==> config.mk <==
export PLATFORM = sky130hd
export DESIGN_NAME = complex_subtractor_pipe
export DESIGN_NICKNAME = d
export VERILOG_FILES = /design/src/rtl/complex_subtractor_pipe.sv
export SDC_FILE = /design/constraint.sdc
export NUM_CORES = 1
export LEC_CHECK = 0
export BUFFER_PORTS_ARGS = -buffer_cell sky130_fd_sc_hd__buf_2
export CAP_MARGIN = 20
export CORE_AREA = 2 2 130 132
export DETAILED_ROUTE_END_ITERATION = 12
export DIE_AREA = 0 0 132 134
export PLACE_DENSITY = 0.41
export SYNTH_ARGS = -nofsm -noshare
export SYNTH_HDL_FRONTEND = slang
export SYNTH_SLANG_ARGS = --single-unit
==> constraint.sdc <==
create_clock -name CLK -period 1.81 [get_ports CLK]
set_clock_uncertainty 0.1 [all_clocks]
set_input_delay 0 -clock CLK [delete_from_list [all_inputs] [get_ports CLK]]
set_output_delay 0 -clock CLK [all_outputs]
set_load 0.02 [all_outputs]
==> src/rtl/complex_subtractor_pipe.sv <==
// Two-stage pipelined complex subtractor Y = A - B with valid/ready handshake and sticky overflow.
// Build option: define SUBTRACTOR_SATURATE_EN to clamp overflowed components instead of wrapping.
module complex_subtractor_pipe #(
    parameter int W = 16
) (
    input  logic           CLK,
    input  logic           RST,
    input  logic           IN_VALID,
    output logic           IN_READY,
    input  logic [2*W-1:0] A,
    input  logic [2*W-1:0] B,
    output logic           OUT_VALID,
    input  logic           OUT_READY,
    output logic [2*W-1:0] Y,
    output logic           OVF,
    input  logic           OVF_CLR
);

    logic signed [W:0] d_re_p1;
    logic signed [W:0] d_im_p1;
    logic              vld_p1;
    logic              en1;
    logic              en2;
    logic signed [W:0] d_re;
    logic signed [W:0] d_im;
    logic              ovf_p1;

    function automatic logic is_ovf(input logic signed [W:0] d);
        return d[W] != d[W-1];
    endfunction

    function automatic logic [W-1:0] reduce(input logic signed [W:0] d);
`ifdef SUBTRACTOR_SATURATE_EN
        if (is_ovf(d)) begin
            return d[W] ? {1'b1, {(W-1){1'b0}}} : {1'b0, {(W-1){1'b1}}};
        end
`endif
        return d[W-1:0];
    endfunction

    // The extra sign bit keeps A - (most negative B) exact until stage 2.
    assign d_re = $signed({A[2*W-1], A[2*W-1:W]}) - $signed({B[2*W-1], B[2*W-1:W]});
    assign d_im = $signed({A[W-1], A[W-1:0]}) - $signed({B[W-1], B[W-1:0]});

    assign en2      = !OUT_VALID || OUT_READY;
    assign en1      = !vld_p1 || en2;
    assign IN_READY = en1;
    assign ovf_p1   = is_ovf(d_re_p1) || is_ovf(d_im_p1);

    // Stage 1: full-precision differences
    always_ff @(posedge CLK) begin
        if (RST) begin
            vld_p1 <= 1'b0;
        end else if (en1) begin
            vld_p1 <= IN_VALID;
        end
        if (en1) begin
            d_re_p1 <= d_re;
            d_im_p1 <= d_im;
        end
    end

    // Stage 2: reduce to W bits, register result and sticky overflow
    always_ff @(posedge CLK) begin
        if (RST) begin
            OUT_VALID <= 1'b0;
            Y         <= '0;
            OVF       <= 1'b0;
        end else begin
            if (en2) begin
                OUT_VALID <= vld_p1;
                if (vld_p1) begin
                    Y <= {reduce(d_re_p1), reduce(d_im_p1)};
                end
            end
            if (en2 && vld_p1 && ovf_p1) begin
                OVF <= 1'b1;
            end else if (OVF_CLR) begin
                OVF <= 1'b0;
            end
        end
    end

endmodule

==> results.json <==
{
  "grt_max_degree": 36,
  "synthFlopType": "dfxtp_1",
  "setup_ws_ns": 0.1104,
  "ys_ff_latch": 69,
  "die-area_um2": 17690,
  "finalCriticalPeriod_ns": 1.700,
  "synthArstFlopShare_pct": 0,
  "crit_chain": "buf_2 > inv_1 > ha_1 > fa_1 > nand2b_1 > a21oi_2 > o21ai_0 > a21boi_0 > o22ai_1",
  "dp_slack_ns": -0.2061,
  "grt_pass1_vias": 3452,
  "cap_violations": 0,
  "hold_class": "in -> reg",
  "highest_layer": "met4",
  "cpPeakStageDelay_ns": 0.41,
  "p_sw_uw": 1292,
  "p_int_uw": 3440,
  "p_comb_share_pct": 22.4,
  "multi_input_area_um2": 2074,
  "wl_per_cell_um": 12.43,
  "track_usage_pct": 11.62,
  "cts_root_buf": "clkbuf_16",
  "drv_slew": 0,
  "die_w_um": 132,
  "postRouteAntennaNets": 0,
  "numCtsBuffers": 9,
  "final_cell_mix": "buf_2, nand2_1, a21oi_1",
  "drt_iter0_drc": 78,
  "clkPwrFrac_pct": 35.8,
  "powerDensity_nw_per_um2": 889.5,
  "num_rows": 47,
  "fin_crit_sh_pct": 93.90,
  "antennaDiodeCount": 0,
  "grt.overflow.total": 0,
  "syn_inst": 450,
  "die_h_um": 134,
  "synth_warnings": 0,
  "vdd.ir_drop.worst_mv": 0.4056,
  "critical_path_required_ns": 1.78,
  "core_area_um2": 16290,
  "cts_max_path_buffers": 2,
  "clk_pin_slew_worst_paths_ns": 0.05,
  "end_kind": "flip-flop",
  "drcViolationCount": 0,
  "h-tree-depth": 3,
  "swShare_pct": 27.31,
  "cp_top_family": "compound AO/OA/AOI/OAI gates",
  "yosysSeqAreaShare_pct": 42.72,
  "syn2layout_area_growth_pct": 32.01,
  "insertion_delay_ns": 0.33,
  "max_freq_ghz": 0.5884,
  "final_common_cell": "buf_2",
  "grt_antenna_before_repair": 0,
  "wl_met3_um": 431,
  "place_inst": 784,
  "gp_congestion": 0.7984,
  "instances_no_fill": 806,
  "synth_area_um2": 4030,
  "tightest_slew_ns": 0.7078,
  "wl_met2_um": 4700,
  "ff_latch_area_um2": 1722,
  "syn_nets": 553,
  "clock_sinks": 69,
  "hold_viol": 0,
  "drive_gt1_share_pct": 26.62,
  "startpoint_type": "input pin",
  "nets": 684,
  "worstSetupPathType": "in -> reg",
  "pwr-share-seq_pct": 41.8,
  "drt-total-wl_um": 10020,
  "cts_tree": "built",
  "critPathMaxFanout": 3,
  "dpl.hpwl_um": 7678,
  "relSlewSlack_pct": 52.82,
  "design.portCount": 104,
  "finalSetupViolCount": 0,
  "outcome": "completed",
  "nFillCells": 1758,
  "vias_per_cell": 4.310,
  "initial_utilization_pct": 24.74,
  "synth_edf_count": 34,
  "dr.pass1.iters": 4,
  "num_vias": 3474,
  "crit_buf_inv": 2,
  "port_buffers": 103,
  "arrival_ns": 1.67,
  "syn_avg_cell_area_um2": 8.956,
  "synth_cell_types": 53,
  "power_leakage_uw": 0.002452,
  "rsz0062_at_grt": "no",
  "cts_resized": 0,
  "crit_slowest_cell": "fa_1",
  "grt_pass1_wl_um": 16280,
  "drt-met1-wl_um": 4719
}
## per-layer routing
| metal | up-vias | track usage [%] |
|---|---|---|
| li1 | 1820 | - |
| met1 | 1569 | 14.06 |
| met5 | - | 0 |
| met4 | 0 | 5.616 |
| met3 | 9 | 2.343 |
| met2 | 76 | 19.79 |
## worst register-to-register path, delay by kind of cell (launching register included)
family / cells / cell delay (ns)
AOI/OAI and AO/OA: 1 / 0.11
buffers and inverters: 1 / 0.57
DFF: 1 / 0.33
and+or+nand+nor: 2 / 0.42
## power groups by stage
stage          Clock [uW]  Combinational, uW  Sequential, uW
2_1_floorplan           0                628            2060
3_3_place_gp            0               1050            2010
3_5_place_dp            0               1060            2010
4_1_cts              1770               1080            1980
5_1_grt              1840               1200            2000
6_report             1690               1060            1980
## sequential cells by signal, indices dropped and copies added, names as in the netlist
| register | count |
|---|---|
| d_im_p1 | 17 |
| vld_p1 | 1 |
| Y | 32 |
| OUT_VALID | 1 |
| OVF | 1 |
| d_re_p1 | 17 |
## metrics by stage
stage	utilization, %	power, uW	setup TNS (ns)	cell area (um2)	hold WS, ns
6_report	32.66	4732	0	5320	0.03381
3_5_place_dp	30.55	3073	-1.033	4976	0.1198
2_1_floorplan	-	2688	0	4033	0.01743
4_1_cts	32.66	4829	0	5320	0.02591
5_1_grt	32.66	5036	0	5320	0.06272
3_3_place_gp	30.55	3064	-0.9025	4976	0.1115
## layout make-up
class,count,share of cell area [%]
inverter,43,3.034
sequential,69,32.36
clock buffer,11,4.374
timing repair buffer,136,15.10
tap,220,5.174
multi-input combinational,322,38.99
clock inverter,5,0.9643
## cells in the mapped netlist, types with 7 or more instances
cell       n  area share, %
nand2_1   86            8.0
a21oi_1   59            7.3
edfxtp_1  34             25
nor2_1    21            2.0
dfxtp_1   35             17
buf_2      8           0.99
o21ai_0    7           0.87
xnor2_1   10            2.2
o21a_1     8            1.5
ha_1      32            9.9
inv_1     43            4.0
xor2_1    14            3.0
## final timing paths
check,from,to,slack [ns],cells after the start
worst min register to register,Y[4],Y[4],0.35,2
worst max-delay path,A[0],d_im_p1[16],0.11,9
worst min-delay path,B[17],d_re_p1[1],0.03,3
worst max register to register,OUT_VALID,vld_p1,0.23,4
## kinds of logic after synthesis
group,count (synthesis),synth area share (%)
AND/OR/NAND/NOR,146,16.52
multiplexers,2,0.5278
adder cells (fa/ha/maj),34,10.93
AO/OA/AOI/OAI,116,18.16
XOR/XNOR,24,5.216
flip-flops,69,42.72
buffers and inverters,59,5.930
## timing repair
item                      CTS  global route
hold endpoints to repair    5             0
hold buffers                6             0
buffers inserted            0             0
Power figures use the tool's default switching activity.
